==> src/rtl/bitserial_logic_unit.sv <==
// Multi-cycle bitwise logic unit: AND/OR/XOR/NOT on WIDTH-bit operands, LANE bits per clock.
// Optional ZERO_FLAG_EN macro adds a registered result==0 flag; otherwise zero_o is tied low.
module bitserial_logic_unit #(
    parameter int unsigned WIDTH = 8,
    parameter int unsigned LANE  = 1
) (
    input  logic             clk_i,
    input  logic             rst_i,
    input  logic             start_i,
    input  logic [1:0]       op_i,
    input  logic [WIDTH-1:0] a_i,
    input  logic [WIDTH-1:0] b_i,
    output logic             busy_o,
    output logic             done_o,
    output logic [WIDTH-1:0] result_o,
    output logic             zero_o
);

    localparam int unsigned N  = WIDTH / LANE;
    localparam int unsigned CW = $clog2(N + 1);

    typedef enum logic [1:0] {
        S_IDLE = 2'd0,
        S_RUN  = 2'd1,
        S_DONE = 2'd2
    } state_e;

    localparam logic [1:0] OP_AND = 2'b00;
    localparam logic [1:0] OP_OR  = 2'b01;
    localparam logic [1:0] OP_XOR = 2'b10;

    state_e state_q, state_d;

    logic [WIDTH-1:0] a_sh_q, a_sh_d;
    logic [WIDTH-1:0] b_sh_q, b_sh_d;
    logic [WIDTH-1:0] res_sh_q, res_sh_d;
    logic [WIDTH-1:0] result_q, result_d;
    logic [1:0]       op_q, op_d;
    logic [CW-1:0]    cnt_q, cnt_d;
    logic             busy_q, busy_d;
    logic             done_q, done_d;

    logic             accept_c;
    logic             last_c;
    logic [LANE-1:0]  slice_c;
    logic [WIDTH+LANE-1:0] res_cat_c;

    assign accept_c = (state_q == S_IDLE) && start_i;
    assign last_c   = (cnt_q == CW'(N - 1));

    // State register
    always_ff @(posedge clk_i or posedge rst_i) begin
        if (rst_i) begin
            state_q <= S_IDLE;
        end else begin
            state_q <= state_d;
        end
    end

    // Next-state logic
    always_comb begin
        state_d = state_q;
        case (state_q)
            S_IDLE:  if (start_i) state_d = S_RUN;
            S_RUN:   if (last_c)  state_d = S_DONE;
            S_DONE:  state_d = S_IDLE;
            default: state_d = S_IDLE;
        endcase
    end

    // Output decode, registered below so busy/done line up with the state they describe
    always_comb begin
        busy_d = 1'b0;
        done_d = 1'b0;
        case (state_d)
            S_RUN:   busy_d = 1'b1;
            S_DONE: begin
                busy_d = 1'b1;
                done_d = 1'b1;
            end
            default: begin
                busy_d = 1'b0;
                done_d = 1'b0;
            end
        endcase
    end

    // One slice of the selected operation on the low LANE bits
    always_comb begin
        slice_c = '0;
        case (op_q)
            OP_AND:  slice_c = a_sh_q[LANE-1:0] & b_sh_q[LANE-1:0];
            OP_OR:   slice_c = a_sh_q[LANE-1:0] | b_sh_q[LANE-1:0];
            OP_XOR:  slice_c = a_sh_q[LANE-1:0] ^ b_sh_q[LANE-1:0];
            default: slice_c = ~a_sh_q[LANE-1:0];
        endcase
    end

    // New slice enters at the top; the concatenation keeps LANE == WIDTH well-formed
    assign res_cat_c = {slice_c, res_sh_q};

    always_comb begin
        a_sh_d   = a_sh_q;
        b_sh_d   = b_sh_q;
        op_d     = op_q;
        cnt_d    = cnt_q;
        res_sh_d = res_sh_q;
        result_d = result_q;
        if (accept_c) begin
            a_sh_d   = a_i;
            b_sh_d   = b_i;
            op_d     = op_i;
            cnt_d    = '0;
            res_sh_d = '0;
        end else if (state_q == S_RUN) begin
            a_sh_d   = a_sh_q >> LANE;
            b_sh_d   = b_sh_q >> LANE;
            res_sh_d = res_cat_c[WIDTH+LANE-1:LANE];
            cnt_d    = cnt_q + CW'(1);
            if (last_c) begin
                result_d = res_sh_d;
            end
        end
    end

    always_ff @(posedge clk_i or posedge rst_i) begin
        if (rst_i) begin
            a_sh_q   <= '0;
            b_sh_q   <= '0;
            op_q     <= '0;
            cnt_q    <= '0;
            res_sh_q <= '0;
            result_q <= '0;
            busy_q   <= 1'b0;
            done_q   <= 1'b0;
        end else begin
            a_sh_q   <= a_sh_d;
            b_sh_q   <= b_sh_d;
            op_q     <= op_d;
            cnt_q    <= cnt_d;
            res_sh_q <= res_sh_d;
            result_q <= result_d;
            busy_q   <= busy_d;
            done_q   <= done_d;
        end
    end

    assign busy_o   = busy_q;
    assign done_o   = done_q;
    assign result_o = result_q;

`ifdef ZERO_FLAG_EN
    logic zero_q, zero_d;

    // Flag tracks the result register: updated only when a new result lands
    always_comb begin
        zero_d = zero_q;
        if ((state_q == S_RUN) && last_c && !accept_c) begin
            zero_d = (res_sh_d == '0);
        end
    end

    always_ff @(posedge clk_i or posedge rst_i) begin
        if (rst_i) begin
            zero_q <= 1'b0;
        end else begin
            zero_q <= zero_d;
        end
    end

    assign zero_o = zero_q;
`else
    assign zero_o = 1'b0;
`endif

endmodule

==> config.mk <==
export PLATFORM = sky130hd
export DESIGN_NAME = bitserial_logic_unit
export DESIGN_NICKNAME = d
export VERILOG_FILES = /design/src/rtl/bitserial_logic_unit.sv
export SDC_FILE = /design/constraint.sdc
export NUM_CORES = 1
export LEC_CHECK = 0
export CAP_MARGIN = 20
export CORE_MARGIN = 2
export CORE_UTILIZATION = 55
export CTS_CLUSTER_DIAMETER = 30
export DETAILED_ROUTE_END_ITERATION = 16
export GPL_TIMING_DRIVEN = 0
export PLACE_DENSITY = 0.88
export REMOVE_ABC_BUFFERS = 1
export SETUP_SLACK_MARGIN = 0.05
export SLEW_MARGIN = 30
export SYNTH_ARGS = -nofsm -noshare
export SYNTH_HDL_FRONTEND = slang
export SYNTH_SLANG_ARGS = --single-unit
==> constraint.sdc <==
create_clock -name clk_i -period 3.9 [get_ports clk_i]
set_input_delay 0.78 -clock clk_i [delete_from_list [all_inputs] [get_ports clk_i]]
set_output_delay 0.78 -clock clk_i [all_outputs]
set_load 0.01 [all_outputs]
==> reports/results.ini <==
[grt]
gr-total-overflow = 0
grt_use_total_pct = 20.5
grt_pass1_wl_um = 5340
grt_max_degree = 24
antenna_found_initial = 0
grt_pass1_vias = 1218

[worst_setup_path]
critical_path.top_delay_family = buffers and inverters
r2r_slack_ps = 2120
max_stage_delay_ps = 580
crit_path_end_kind = flip-flop
path_buf_inv = 3
critical-path-slowest-cell = nor3b_4
crit_path_cell_trace = clkdlybuf4s50_1 -> nor3b_4 -> buf_8 -> a21oi_1 -> ha_1 -> inv_1
cp.arrival_ps = 2520
cp-start-kind = input pin
worstPathMaxFanout = 17
crit_type = in2reg
crit_required_ps = 4150

[logic_synthesis]
ys.warnings.count = 0
postSynthAreaPerCell_um2 = 10.9
synth_top_area_share_pct = 59.2
yosysTopAreaCell = dfrtp_1
synth_seq_cells = 41
synthFlopType = dfrtp_1
synth_commonest_cells = 49 x nand2_1, 41 x dfrtp_1, 14 x a22oi_1
synth_area_leaders = dfrtp_1 59%, nand2_1 11%, a22oi_1 6.1%, mux2_2 5.2%, o21ai_0 3.5%
synth.distinct_cells = 25
postSynth.asyncResetShare_pct = 100
synth_edf_count = 0
ys_seq_area_share_pct = 59.2
syn_area_um2 = 1730
synth_most_common_cell = nand2_1
syn_inst = 159

[power_and_ir_drop]
p_per_area_nw_per_um2 = 683
comb_power_share_pct = 38.0
switching_share_pct = 35.0
p_clk_share_pct = 13.5
power_mw = 1.48
internal-power_mw = 0.959
p_seq_share_pct = 48.5
switchingPower_mw = 0.518
p_leak_nw = 1.01
peakVddDrop_uv = 362

[clock_tree]
cts_resized = 0
ctsHoldBuffers = 0
cts_max_level = 2
clk_latency_ps = 340
cts_buffer_depth = 2
postCtsSetupBuffers = 0
cts_tree = yes
cts-buffers-inserted = 5
path_clk_slew_ps = 120
clock-root-buffer = clkbuf_4
clock_sinks = 41

[timing]
skew_ps = 8.76
hold_slack_ps = 478
clock.fmax_ghz = 0.441
tns_ps = 0
worst_pin_slew_ps = 629
setup_viol = 0
rsz0062_at_grt = no
min_period_over_period_pct = 58.1
setup_ws_ps = 1630
max_slew_margin_pct = 58.0
hold_violations = 0
fin_crit_ps = 2270
drv_slew = 0

[placement]
gp_congestion = 0.705
place_ws_ps = 1280
place_hpwl_um = 2320
portBuffers = 30

[drt]
routed_via_density = 5.26
dr.first_iter.drc_count = 29
drc_errors = 0
antenna_left = 0
routed_wl_um = 3170
post_drt_wl_per_cell_um = 13.5
vias = 1235
drt-pass1-iter-count = 4

[floorplan]
initial_core_util_pct = 57.2
core_um2 = 3030
dieArea_um2 = 3610
die_w_um = 60.1
rows = 20
ios = 32
die_h_um = 60.1

[final_layout]
nNetsFinal = 215
diodes = 0
drive_gt1_share_pct = 13.1
synthToLayoutAreaGrowth_pct = 24.9

[status]
outcome = completed

[job]
maxCapViolCount = 0

[hold_path]
min_path_type = reg2reg

cell families (layout without fill, tap and decap cells):
family	count (synthesis)	after routing	share of synthesized area, %
compound gates	29	29	10.8
fa+ha+maj	4	4	2.89
buf+inv	15	47	3.97
flops	41	41	59.2
mux	12	12	8.60
other cells	1	1	0.217
simple gates	57	57	14.3
sequential cells by signal, indices dropped and copies added (netlist names):
name      cells
a_sh_q        8
b_sh_q        8
result_o      8
res_sh_q      7
cnt_q         4
op_q          2
state_q       2
busy_o        1
done_o        1
worst paths after layout:
check                      cells after the start         end  startpoint
min in group asynchronous                      2      busy_o       rst_i
min                                            1    cnt_q[3]    cnt_q[3]
min reg2reg                                    1    cnt_q[3]    cnt_q[3]
max                                            6      busy_o     start_i
max in group asynchronous                      3  state_q[0]       rst_i
max reg2reg                                    5      busy_o  state_q[1]
cell type report:
| cell class | instances | area (um^2) |
|---|---|---|
| Fill cell | 229 | 866 |
| Sequential cell | 41 | 1030 |
| Inverter | 6 | 22.5 |
| Tap cell | 44 | 55.1 |
| Timing Repair Buffer | 33 | 358 |
| Clock buffer | 6 | 41.3 |
| Multi-Input combinational cell | 103 | 649 |
| Clock inverter | 2 | 10.0 |
cells in the final DEF, fill, tap and decap left out:
| cell | instances |
|---|---|
| clkbuf_1 | 1 |
| nand3b_1 | 1 |
| buf_8 | 2 |
| conb_1 | 1 |
| clkdlybuf4s50_1 | 30 |
| ha_1 | 4 |
| mux2_4 | 1 |
| nor2_4 | 1 |
| inv_1 | 5 |
| nor3b_1 | 1 |
| nor2b_2 | 1 |
| a22oi_1 | 14 |
| mux4_2 | 1 |
| nand2_1 | 49 |
| nand4_1 | 1 |
| inv_2 | 1 |
| mux2_1 | 1 |
| mux2i_1 | 1 |
| o21ai_0 | 12 |
| buf_16 | 1 |
| o2bb2ai_1 | 1 |
| nand2b_1 | 2 |
| mux2_2 | 8 |
| clkinv_2 | 2 |
| o21bai_2 | 1 |
| a21oi_1 | 1 |
| nor3b_4 | 1 |
| clkbuf_4 | 5 |
| dfrtp_1 | 41 |
routing by layer:
layer	wire (um)	up-vias	track usage (%)
met1	1350	598	24.6
met3	164	5	5.84
met5	0	-	0
li1	-	597	-
met2	1610	35	35.6
met4	40	0	6.03
stage by stage:
| step | std cells | instance area [um^2] | utilization [%] |
|---|---|---|---|
| after floorplan | 150 | 1690 | - |
| after global placement | 224 | 2040 | 67.4 |
| after detailed placement | 227 | 2110 | 69.7 |
| after CTS | 235 | 2160 | 71.4 |
| after global routing | 235 | 2160 | 71.4 |
| final | 235 | 2160 | 71.4 |
power groups by stage:
stage          clock network, mW  logic, mW  registers (mW)
5_1_grt                    0.223      0.627           0.741
6_report                   0.199      0.562           0.716
4_1_cts                    0.205      0.570           0.719
3_3_place_gp                   0      0.506           0.710
2_1_floorplan                  0      0.327           0.717
3_5_place_dp                   0      0.566           0.728
No activity file was read; power rests on OpenSTA's default activity.
